`config.mk`:
```
export PLATFORM = sky130hd
export DESIGN_NAME = irq_source_dev
export DESIGN_NICKNAME = d
export VERILOG_FILES = /design/src/rtl/irq_source_dev.sv
export SDC_FILE = /design/constraint.sdc
export NUM_CORES = 1
export LEC_CHECK = 0
export BUFFER_PORTS_ARGS = -buffer_cell sky130_fd_sc_hd__buf_2
export CAP_MARGIN = 0
export CORE_MARGIN = 3
export CORE_UTILIZATION = 50
export DETAILED_ROUTE_END_ITERATION = 7
export GPL_TIMING_DRIVEN = 0
export PLACE_DENSITY = 0.81
export SLEW_MARGIN = 20
export SYNTH_ARGS = -nofsm -noshare
export SYNTH_HDL_FRONTEND = slang
export SYNTH_SLANG_ARGS = --single-unit
```
`constraint.sdc`:
```
create_clock -name clk -period 3.2 [get_ports clk]
set_clock_uncertainty 0.2 [all_clocks]
set_input_delay 0.16 -clock clk [delete_from_list [all_inputs] [get_ports clk]]
set_output_delay 0.16 -clock clk [all_outputs]
set_load 0.005 [all_outputs]
```
`src/rtl/irq_source_dev.sv`:
```
// Memory-mapped interrupt source: programmable countdown that raises irq until the CPU ACKs it.
// Latency: reads are combinational; register writes land on the next posedge; irq is registered.
// Backpressure: none. Every bus access completes in the cycle it is presented.
module irq_source_dev #(
    parameter logic [31:0] BASE_ADDR = 32'h0000_7F20,
    parameter int unsigned MISS_W    = 16
) (
    input  logic        clk,
    input  logic        reset,
    input  logic [31:0] addr,
    input  logic [31:0] wdata,
    input  logic [3:0]  byteen,
    output logic [31:0] rdata,
    output logic        irq
);

    // Word offsets inside the 16-byte register window.
    localparam logic [1:0] OFF_STAT   = 2'd0;
    localparam logic [1:0] OFF_PERIOD = 2'd1;
    localparam logic [1:0] OFF_CTRL   = 2'd2;
    localparam logic [1:0] OFF_COUNT  = 2'd3;

    typedef enum logic {
        ST_IDLE = 1'b0,
        ST_RUN  = 1'b1
    } state_t;

    // Architectural state.
    state_t              r_state;
    logic [31:0]         r_period;
    logic [31:0]         r_count;
    logic                r_en;
    logic                r_mode;
    logic                r_pending;
    logic [MISS_W-1:0]   r_missed;

    // Bus decode.
    logic                w_hit;
    logic                w_wr;
    logic [1:0]          w_off;
    logic                w_ack;
    logic                w_period_wr;
    logic                w_ctrl_wr;
    logic                w_ctrl_en;
    logic                w_ctrl_mode;

    // Next-state values.
    state_t              w_state_nxt;
    logic [31:0]         w_count_nxt;
    logic                w_en_nxt;
    logic                w_mode_nxt;
    logic                w_expire;
    logic [31:0]         w_period_nxt;
    logic                w_pending_nxt;
    logic [MISS_W-1:0]   w_missed_nxt;
    logic [31:0]         w_stat;

    // Byte-lane and bit-field bits that never influence any state.
    logic                w_unused;

    assign w_hit       = (addr[31:4] == BASE_ADDR[31:4]);
    assign w_wr        = w_hit & (|byteen);
    assign w_off       = addr[3:2];
    assign w_ack       = w_wr & (w_off == OFF_STAT);
    assign w_period_wr = w_wr & (w_off == OFF_PERIOD);
    // CTRL lives entirely in byte 0, so only that lane makes a CTRL write.
    assign w_ctrl_wr   = w_wr & (w_off == OFF_CTRL) & byteen[0];
    assign w_ctrl_en   = wdata[0];
    assign w_ctrl_mode = wdata[1];
    assign w_unused    = &{1'b0, addr[1:0]};

    assign irq = r_pending;

    // Timer FSM: load on enable, count down, expire at zero, reload or stop by MODE.
    always_comb begin
        w_state_nxt = r_state;
        w_count_nxt = r_count;
        w_en_nxt    = r_en;
        w_mode_nxt  = r_mode;
        w_expire    = 1'b0;

        if (w_ctrl_wr) begin
            w_en_nxt   = w_ctrl_en;
            w_mode_nxt = w_ctrl_mode;
        end

        case (r_state)
            ST_IDLE: begin
                // Only a rising EN starts a countdown; COUNT otherwise holds.
                if (w_ctrl_wr && w_ctrl_en && !r_en) begin
                    w_count_nxt = r_period;
                    w_state_nxt = ST_RUN;
                end
            end
            ST_RUN: begin
                if (w_ctrl_wr && !w_ctrl_en) begin
                    // Disable wins over expiry; COUNT freezes where it is.
                    w_state_nxt = ST_IDLE;
                end else if (r_count != 32'd0) begin
                    w_count_nxt = r_count - 32'd1;
                end else begin
                    // Expiry uses the MODE in force before this edge; a
                    // concurrent PERIOD write is only seen at a later load.
                    w_expire = 1'b1;
                    if (r_mode) begin
                        w_count_nxt = r_period;
                    end else begin
                        w_en_nxt    = 1'b0;
                        w_state_nxt = ST_IDLE;
                    end
                end
            end
            default: begin
                w_state_nxt = ST_IDLE;
            end
        endcase
    end

    // Pending/missed bookkeeping: a fresh expiry beats a same-edge ACK.
    always_comb begin
        w_pending_nxt = r_pending;
        w_missed_nxt  = r_missed;
        if (w_expire) begin
            w_pending_nxt = 1'b1;
            if (r_pending && !w_ack && (r_missed != {MISS_W{1'b1}})) begin
                w_missed_nxt = r_missed + MISS_W'(1);
            end
        end else if (w_ack) begin
            w_pending_nxt = 1'b0;
        end
    end

    // PERIOD byte-lane merge.
    always_comb begin
        w_period_nxt = r_period;
        if (w_period_wr) begin
            for (int b = 0; b < 4; b++) begin
                if (byteen[b]) begin
                    w_period_nxt[8*b +: 8] = wdata[8*b +: 8];
                end
            end
        end
    end

    // Combinational read mux; anything outside the window reads as zero.
    always_comb begin
        w_stat                   = '0;
        w_stat[31 -: MISS_W]     = r_missed;
        w_stat[0]                = r_pending;
        rdata                    = '0;
        if (w_hit) begin
            case (w_off)
                OFF_STAT:   rdata = w_stat;
                OFF_PERIOD: rdata = r_period;
                OFF_CTRL:   rdata = {30'd0, r_mode, r_en};
                OFF_COUNT:  rdata = r_count;
                default:    rdata = '0;
            endcase
        end
    end

    // FSM state register.
    always_ff @(posedge clk) begin
        if (reset) begin
            r_state <= ST_IDLE;
        end else begin
            r_state <= w_state_nxt;
        end
    end

    // Datapath registers.
    always_ff @(posedge clk) begin
        if (reset) begin
            r_period  <= '0;
            r_count   <= '0;
            r_en      <= 1'b0;
            r_mode    <= 1'b0;
            r_pending <= 1'b0;
            r_missed  <= '0;
        end else begin
            r_period  <= w_period_nxt;
            r_count   <= w_count_nxt;
            r_en      <= w_en_nxt;
            r_mode    <= w_mode_nxt;
            r_pending <= w_pending_nxt;
            r_missed  <= w_missed_nxt;
        end
    end

endmodule

```
==> summary.md <==
| Metric | Value |
|---|---|
| Status | `complete, but fails checks` |
| Failing checks | `negative setup slack` |
| Final ANT Viol Nets | `0` |
| Most used cell, CP | `or4_4` |
| Final Power | `1931 µW` |
| CP max-delay cell | `or4_4` |
| Synth Register Bits | `84` |
| Synth cell types | `53` |
| Worst slew margin | `0.4266` |
| CTS Buf Count | `9` |
| Worst-path clk slew | `0.09 ns` |
| RSZ-0062 raised after global routing | `yes` |
| CP startpoint kind | `register` |
| Register area share after synthesis | `0.3367` |
| Most used DFF post-synth | `dfxtp_1` |
| Largest net degree at the start of global routing | `14` |
| Synthesized cell area | `4995 µm²` |
| GRT Total Usage | `0.3269` |
| Fmax | `0.3107 GHz` |
| Slowest cell delay on critical path | `0.52 ns` |
| Die ar. | `11220 µm²` |
| Initial antenna violation count | `0` |
| Placer Congestion | `0.9538` |
| Hpwl dp | `12.91 mm` |
| Layout cell share with drive strength beyond 1 | `0.2038` |
| Vias per cell | `6.382` |
| Initial DRT Pass Iterations | `6` |
| Final Max Tran Viols | `0` |
| GR Overflow Total | `0` |
| Worst endpoint data arrival time | `3.32 ns` |
| Post-layout util | `0.6816` |
| Worst-skew pair later-pin latency | `0.37 ns` |
| Post-Layout Cell Count | `973` |
| Vias | `6210` |
| Post-synthesis cell count | `684` |
| Port Buffers | `96` |
| Worst-path cell chain | `or4_4 > or3_4 > or4_4 > a2111o_1 > buf_6 > or4_4 > a21oi_2` |
| Leak | `0.002369 µW` |
| Number of diodes | `0` |
| Level count of the clock H-tree | `3` |
| Max_cap viols | `0` |
| Clk buf depth | `2` |
| WS Path Type | `reg2reg` |
| Drt wl/cell | `19.44 µm` |
| Final hold vios | `0` |
| Synthesized Nets | `757` |
| WHS | `0.08475 ns` |
| WL final | `18.91 mm` |
| WP data required | `3.30 ns` |
| Crit share post-route | `1.006` |
| Vias in the first global route | `5938` |
| P&R area growth vs syn | `29.08%` |
| Ys Warns | `0` |
| Hold/Removal Path Class | `in2reg` |
| Clock Tree Root | `clkbuf_8` |
| # fillers | `822` |
| Worst slew pin tran | `0.8602 ns` |
| Die height | `105.9 µm` |
| Count of final setup violators | `1` |
| Post-synth EDFFs | `0` |
| Crit path time final | `3.219 ns` |
| Number of nets in the layout | `912` |
| Worst Path Max Fanout | `5` |
| CTS tree | `built` |
| I/O Pins | `103` |
| Syn avg cell area | `7.302 µm²` |
| Maximum VDD drop | `0.0002188 V` |
| Initial Util | `0.5280` |
| Clk sinks | `84` |
| Die X | `105.9 µm` |
| Async SR Flop Fraction | `0` |
| Placement row count | `35` |
| Power density cells | `299.5 nW/µm²` |
| Crit. End Element | `register` |
| Final WS setup | `-0.01857 ns` |
| First-pass GRT wire length | `29.39 mm` |
| Core area | `9459 µm²` |
| Initial drt markers | `834` |
| DRC viols | `0` |
| DP Cell Count | `910` |
==> timing repair <==
item	CTS	global route
setup buffers	8	5
pin swaps	4	9
gates resized for setup	33	23
endpoints found under the setup margin	48	44
cloned	1	2
hold buffers	33	0
hold endpoints to repair	36	0
==> worst paths after layout <==
kind / cells past startpoint / startpoint / to / slack (ns)
setup / recovery: 7 / r_count[13]$_SDFFE_PP0P_ / r_missed[9]$_SDFFE_PP0P_ / -0.02
hold / removal: 3 / byteen[3] / r_period[27]$_SDFFE_PP0P_ / 0.08
setup reg to reg: 7 / r_count[13]$_SDFFE_PP0P_ / r_missed[9]$_SDFFE_PP0P_ / -0.02
hold reg to reg: 2 / r_period[19]$_SDFFE_PP0P_ / r_period[19]$_SDFFE_PP0P_ / 0.27
==> flip-flops by register name, indices dropped and copies added, names as in the netlist <==
signal and count:
r_missed 16, r_count 32, r_period 32, irq 1
r_state 1, r_en 1, r_mode 1
==> where the power goes <==
part	internal, µW	switching (µW)
clock	326	406
sequential	1040	0.000000392
combinational	74.1	83.0
==> routing by layer <==
metal | vias up | part of all wire | track usage
li1 | 2824 | - | -
met1 | 2871 | 0.39 | 0.4144
met2 | 434 | 0.45 | 0.5328
met3 | 81 | 0.12 | 0.07286
met4 | 0 | 0.036 | 0.1452
met5 | - | 0 | 0
==> layout make-up <==
| type | instances | area (µm²) | share of cell area |
|---|---|---|---|
| plain buffers | 52 | 245.2 | 0.03804 |
| clock buffers | 13 | 158.9 | 0.02465 |
| clock inverters | 3 | 21.27 | 0.003299 |
| inverters | 14 | 52.55 | 0.008151 |
| multi-input cells | 533 | 3191 | 0.4949 |
| flip-flops and latches | 84 | 1692 | 0.2624 |
| well taps | 129 | 161.4 | 0.02503 |
| repair buffers | 145 | 925.9 | 0.1436 |
==> cell families after synthesis <==
kind of cell | Yosys count | synth area share
AO/OA/AOI/OAI | 193 | 0.2207
XOR/XNOR | 2 | 0.003508
adder cells (fa/ha/maj) | 3 | 0.007516
buffers and inverters | 68 | 0.05160
flip-flops | 84 | 0.3367
multiplexers | 39 | 0.08166
AND/OR/NAND/NOR | 295 | 0.2984
==> placed cells by master, fill, tap and decap left out, drive strengths merged, types with 2 or more instances in the layout <==
cell,count
buf,118
dfxtp,84
o31ai,13
o22ai,4
mux2i,34
nor2b,3
mux2,4
nor4b,4
clkbuf,59
and3,3
nand3b,3
nor2,72
o21ai,42
and4b,2
inv,14
or3,12
nor3,20
nand3,47
a211oi,5
o31a,3
and4,2
o41ai,2
a31oi,2
dlygate4sd3,33
ha,3
nor4bb,4
a21o,2
and2,11
nor4,17
clkinv,2
a21oi,106
or4,14
nand4,14
o32ai,4
nand2,64
==> synth_stat cells, types with 11 or more instances <==
cell type | n | share of area
mux2i_1 | 34 | 0.068
nand3_1 | 47 | 0.047
and2_1 | 11 | 0.014
a21oi_1 | 105 | 0.11
or3_1 | 12 | 0.015
o21ai_0 | 41 | 0.041
dfxtp_1 | 84 | 0.34
nor2_1 | 72 | 0.054
or4_1 | 12 | 0.018
nand4_1 | 14 | 0.018
nor3_1 | 20 | 0.020
nand2_1 | 64 | 0.048
inv_1 | 14 | 0.011
nor4_1 | 17 | 0.021
o31ai_1 | 13 | 0.020
clkbuf_1 | 47 | 0.035
==> per-stage QoR <==
step | setup TNS (ns) | worst slack [ns] | instance area (µm²)
after detailed placement | -15.04 | -0.4564 | 5649
after CTS | -0.4726 | -0.08544 | 6332
after global placement | -27.99 | -0.5952 | 5638
after floorplan | 0 | 0.04387 | 4996
final | -0.01857 | -0.01857 | 6447
after global routing | -0.3230 | -0.05522 | 6447
==> critical path: cells and delay by family, from the launching register on <==
| kind | cells | cell delay [ns] |
|---|---|---|
| DFF | 1 | 0.35 |
| AOI/OAI and AO/OA | 2 | 0.56 |
| and+or+nand+nor | 4 | 1.87 |
| buffers and inverters | 1 | 0.18 |
Note: power is estimated with default switching activity, not from simulation.
